`src/rtl/pu_check_scheduler_pkg.sv`:
```
// Shared types for the protection-unit policy-check scheduler.
// axi_pkg carries the AXI burst field types referenced by the check request.
package axi_pkg;
    typedef logic [7:0] len_t;
    typedef logic [2:0] size_t;
endpackage

package pu_pkg;
    localparam int unsigned PU_ID_WIDTH   = 16;
    localparam int unsigned PU_ADDR_WIDTH = 32;

    typedef logic [PU_ID_WIDTH-1:0]   id_t;
    typedef logic [PU_ADDR_WIDTH-1:0] addr_t;

    typedef struct packed {
        id_t            id;
        addr_t          addr;
        axi_pkg::len_t  len;
        axi_pkg::size_t size;
    } chk_req_t;

    typedef enum logic [1:0] {IDLE, CHECK, RESP} chk_state_e;
    typedef enum logic {OWN_READ = 1'b0, OWN_WRITE = 1'b1} chk_owner_e;
endpackage

```
`src/rtl/pu_rr_arb2.sv`:
```
// Two-input round-robin arbiter; bit 0 is the read side, bit 1 the write side.
// On a tie the pointer side wins; after each accept the pointer moves away from the winner.
import pu_pkg::*;

module pu_rr_arb2 (
    input  logic       clk,
    input  logic       rst,
    input  logic [1:0] req,
    input  logic       advance,
    output logic [1:0] gnt
);
    chk_owner_e ptr;

    always_comb begin
        gnt = req;
        if (req == 2'b11) begin
            gnt = (ptr == OWN_READ) ? 2'b01 : 2'b10;
        end
    end

    always_ff @(posedge clk) begin
        if (rst) begin
            ptr <= OWN_READ;
        end else if (advance && (gnt != 2'b00)) begin
            ptr <= gnt[0] ? OWN_WRITE : OWN_READ;
        end
    end
endmodule

```
`src/rtl/pu_check_scheduler.sv`:
```
// Time-shares one combinational policy checker between the AR and AW requesters:
// accept (IDLE) -> drive checker and capture verdict (CHECK) -> return verdict (RESP).
import pu_pkg::*;

module pu_check_scheduler #(
    parameter int unsigned ID_WIDTH   = 16,
    parameter int unsigned ADDR_WIDTH = 32
) (
    input  logic                  CLK,
    input  logic                  RST,
    input  logic                  RD_REQ_VALID,
    output logic                  RD_REQ_READY,
    input  chk_req_t              RD_REQ,
    output logic                  RD_RES_VALID,
    input  logic                  RD_RES_READY,
    output logic                  RD_RES_GRANTED,
    input  logic                  WR_REQ_VALID,
    output logic                  WR_REQ_READY,
    input  chk_req_t              WR_REQ,
    output logic                  WR_RES_VALID,
    input  logic                  WR_RES_READY,
    output logic                  WR_RES_GRANTED,
    output logic [ID_WIDTH-1:0]   CHK_ID,
    output logic [ADDR_WIDTH-1:0] CHK_ADDR,
    output logic [7:0]            CHK_LEN,
    output logic [2:0]            CHK_SIZE,
    output logic                  CHK_READ_WRITE,
    input  logic                  CHK_GRANTED
);
    chk_state_e state_q, state_d;
    chk_owner_e owner_q;
    chk_req_t   req_q;
    logic       res_q;
    logic [1:0] gnt;
    logic       accept;
    logic       rd_res_vld, wr_res_vld;

    pu_rr_arb2 u_arb (
        .clk     (CLK),
        .rst     (RST),
        .req     ({WR_REQ_VALID, RD_REQ_VALID}),
        .advance (accept),
        .gnt     (gnt)
    );

    always_comb begin
        state_d      = state_q;
        accept       = 1'b0;
        RD_REQ_READY = 1'b0;
        WR_REQ_READY = 1'b0;
        rd_res_vld   = 1'b0;
        wr_res_vld   = 1'b0;
        case (state_q)
            IDLE: begin
                if (RD_REQ_VALID || WR_REQ_VALID) begin
                    accept       = 1'b1;
                    RD_REQ_READY = gnt[0];
                    WR_REQ_READY = gnt[1];
                    state_d      = CHECK;
                end
            end
            CHECK: state_d = RESP;
            RESP: begin
                rd_res_vld = (owner_q == OWN_READ);
                wr_res_vld = (owner_q == OWN_WRITE);
                if ((rd_res_vld && RD_RES_READY) || (wr_res_vld && WR_RES_READY)) begin
                    state_d = IDLE;
                end
            end
            default: state_d = IDLE;
        endcase
    end

    always_ff @(posedge CLK) begin
        if (RST) begin
            state_q <= IDLE;
            owner_q <= OWN_READ;
            req_q   <= '0;
            res_q   <= 1'b0;
        end else begin
            state_q <= state_d;
            if (accept) begin
                req_q   <= gnt[1] ? WR_REQ : RD_REQ;
                owner_q <= gnt[1] ? OWN_WRITE : OWN_READ;
            end
            if (state_q == CHECK) begin
                res_q <= CHK_GRANTED;
            end
        end
    end

    // req_q/owner_q only change on accept, so the checker inputs hold outside CHECK.
    assign CHK_ID         = ID_WIDTH'(req_q.id);
    assign CHK_ADDR       = ADDR_WIDTH'(req_q.addr);
    assign CHK_LEN        = req_q.len;
    assign CHK_SIZE       = req_q.size;
    assign CHK_READ_WRITE = owner_q;

    assign RD_RES_VALID   = rd_res_vld;
    assign WR_RES_VALID   = wr_res_vld;
    assign RD_RES_GRANTED = rd_res_vld & res_q;
    assign WR_RES_GRANTED = wr_res_vld & res_q;

    a_single_owner: assert property (@(posedge CLK) disable iff (RST)
        !$isunknown(owner_q) && !(RD_RES_VALID && WR_RES_VALID));
endmodule

```
`config.mk`:
```
export PLATFORM = sky130hd
export DESIGN_NAME = pu_check_scheduler
export DESIGN_NICKNAME = d
export VERILOG_FILES = /design/src/rtl/pu_check_scheduler_pkg.sv /design/src/rtl/pu_rr_arb2.sv /design/src/rtl/pu_check_scheduler.sv
export SDC_FILE = /design/constraint.sdc
export NUM_CORES = 1
export LEC_CHECK = 0
export CAP_MARGIN = 20
export CORE_ASPECT_RATIO = 0.5
export CORE_MARGIN = 5
export CORE_UTILIZATION = 35
export DETAILED_ROUTE_END_ITERATION = 10
export PLACE_DENSITY = 0.74
export SLEW_MARGIN = 20
export SYNTH_ARGS = -nofsm -noshare
export SYNTH_HDL_FRONTEND = slang
export SYNTH_SLANG_ARGS = --single-unit
```
`constraint.sdc`:
```
create_clock -name CLK -period 4.3 [get_ports CLK]
set_input_delay 0.43 -clock CLK [delete_from_list [all_inputs] [get_ports CLK]]
set_output_delay 0.43 -clock CLK [all_outputs]
set_load 0.005 [all_outputs]
```
==> impl_metrics.json <==
{
  "max_freq_mhz": 386,
  "crit_buf_inv": 2,
  "port-buffer-count": 190,
  "slew_violations": 0,
  "arrival_ns": 2.16,
  "vias": 3738,
  "ys_types": 21,
  "core-area_um2": 9570,
  "min_period_ns": 2.59,
  "place_ws_ns": 1.77,
  "nNetsFinal": 657,
  "hold_buffers": 0,
  "ant_nets": 0,
  "htree_levels": 3,
  "total_leakage_power_nw": 1.85,
  "clockBufferDepth": 2,
  "slew-limit-headroom_pct": 29.0,
  "p_per_area_nw_per_um2": 358,
  "fp.dieH_um": 80.5,
  "hold_path.class": "register to register",
  "fin_worst_skew_ns": 0.00428,
  "synthesis.area_um2": 3480,
  "ys_seq_elements": 64,
  "cp_data_required_time_ns": 3.87,
  "cts_buffers": 9,
  "wire_per_inst_um": 19.1,
  "maxCapViolCount": 0,
  "syn_to_final_growth_pct": 61.1,
  "rsz0062_at_grt": "no",
  "dr.pass1.iters": 4,
  "synth.avg_cell_area_um2": 9.20,
  "post-route-util_pct": 58.5,
  "num_rows": 25,
  "worst_slack_ns": 1.71,
  "grt_pass1_vias": 3644,
  "multiInputGateArea_um2": 1940,
  "drtIter0Drc": 313,
  "viasPerCell": 5.57,
  "status": "complete, no violations",
  "grt_max_degree": 65,
  "track_usage_pct": 20.4,
  "path_class": "register to primary output",
  "crit_chain": "nor2_4 -> buf_4 -> and3_1 -> clkdlybuf4s50_1",
  "final_cell_mix": "clkdlybuf4s50_1 (188), dfxtp_1 (64), a21oi_1 (61)",
  "synthCells": 378,
  "clkSinkCount": 64,
  "die_w_um": 151,
  "ioPinCount": 191,
  "yosysWarnings": 0,
  "cp_top_family": "buffers and inverters",
  "n_antenna_cell": 0,
  "cp_max_fo": 27,
  "max_stage_delay_ns": 0.53,
  "cp_slowest_cell": "clkdlybuf4s50_1",
  "hold_viol": 0,
  "grt-ovfl-total": 0,
  "ir_drop_v": 0.000192,
  "place_hpwl_um": 8320,
  "wl_um": 12800,
  "initial_core_util_pct": 36.3,
  "worst_pin_slew_ns": 1.06,
  "setup_viol": 0,
  "num-fill-cells": 867,
  "tritoncts": "yes",
  "tns_ns": 0,
  "antenna_found_initial": 0,
  "clk_pin_slew_ns": 0.05,
  "die_area_um2": 12100,
  "post-cts-setup-buffers": 0,
  "synth_fp_nets": 503,
  "cts_resized": 0,
  "yosysSeqAreaShare_pct": 36.8,
  "regArea_um2": 1280,
  "cp-end-kind": "primary output",
  "clk_latency_ns": 0.33,
  "fin_crit_sh_pct": 60.2,
  "final_common_cell": "clkdlybuf4s50_1",
  "grt_pass1_wl_um": 19800,
  "worst_setup_path_start_kind": "register",
  "gp_congestion": 0.759,
  "remaining_drc_errors": 0,
  "layout-drive-gt1-share_pct": 15.7,
  "cts-root-buf": "clkbuf_16"
}
kinds of logic (layout without fill, tap and decap cells):
logic type / count (synthesis) / in the layout / share of synthesized area, %
flip-flops: 64 / 64 / 36.8
AND/OR/NAND/NOR: 77 / 77 / 11.5
AO/OA/AOI/OAI: 181 / 181 / 43.3
multiplexers: 2 / 2 / 0.576
buffers and inverters: 54 / 212 / 7.84
power breakdown:
part / total (W) / internal [W] / leakage (nW) / switching, W
clock network: 0.000664 / 0.000419 / 0.130 / 0.000246
registers: 0.000711 / 0.000670 / 0.532 / 0.0000416
logic: 0.000629 / 0.000341 / 1.19 / 0.000288
total: 0.00200 / 0.00143 / 1.85 / 0.000576
worst paths after layout:
path | startpoint | endpoint | slack [ns] | cells after the start
hold reg to reg | res_q | res_q | 0.53 | 2
setup reg to reg | state_q[1] | CHK_ADDR[4] | 1.95 | 4
setup / recovery | state_q[1] | RD_REQ_READY | 1.71 | 4
hold / removal | res_q | res_q | 0.53 | 2
sequential cells by signal (all words and copies together) (netlist names):
| register | cells |
|---|---|
| CHK_SIZE | 3 |
| CHK_LEN | 8 |
| CHK_READ_WRITE | 1 |
| CHK_ADDR | 32 |
| u_arb.ptr | 1 |
| CHK_ID | 16 |
| res_q | 1 |
| state_q | 2 |
metrics by stage:
stage          hold WS, ns  std cells  total power (W)  area (um^2)
2_1_floorplan        0.466        378          0.00104         3480
3_3_place_gp         0.493        656          0.00134         5330
3_5_place_dp         0.524        656          0.00135         5330
4_1_cts              0.540        671          0.00203         5600
5_1_grt              0.566        671          0.00211         5600
6_report             0.535        671          0.00200         5600
per-layer routing:
metal	part of all wire, %	global-route usage (%)	vias to the layer above	wire, um
met2	51	35.0	142	6600
met1	40	25.1	1805	5180
met4	2.0	6.87	0	262
met3	6.2	5.07	27	796
li1	-	-	1764	-
met5	0	0	-	0
layout make-up:
| type | instances | share of cell area (%) |
|---|---|---|
| inverter | 1 | 0.0670 |
| timing repair buffer | 196 | 34.6 |
| tap | 135 | 3.02 |
| multi-input combinational | 260 | 34.6 |
| clock buffer | 15 | 4.78 |
| sequential | 64 | 22.9 |
Yosys cell counts (all sizes together):
cell type / instances / area share [%]
a21boi: 1 / 0.22
a21oi: 61 / 8.8
a311oi: 59 / 25
and2: 3 / 0.61
and3: 3 / 0.54
buf: 11 / 3.2
clkbuf: 42 / 4.5
dfxtp: 64 / 37
inv: 1 / 0.11
mux2i: 2 / 0.58
nand2: 1 / 0.11
nand2b: 1 / 0.18
nand3: 59 / 8.5
nor2: 3 / 0.32
nor2b: 5 / 0.90
nor3: 1 / 0.14
o21ai: 59 / 8.5
o21ba: 1 / 0.29
or2: 1 / 0.18
tightest hold or removal path: stages (launching register included):
cell and delay (ns):
dfxtp_1 0.35, mux2i_1 0.08, nor2_1 0.08
Note: power is estimated with default switching activity, not from simulation.
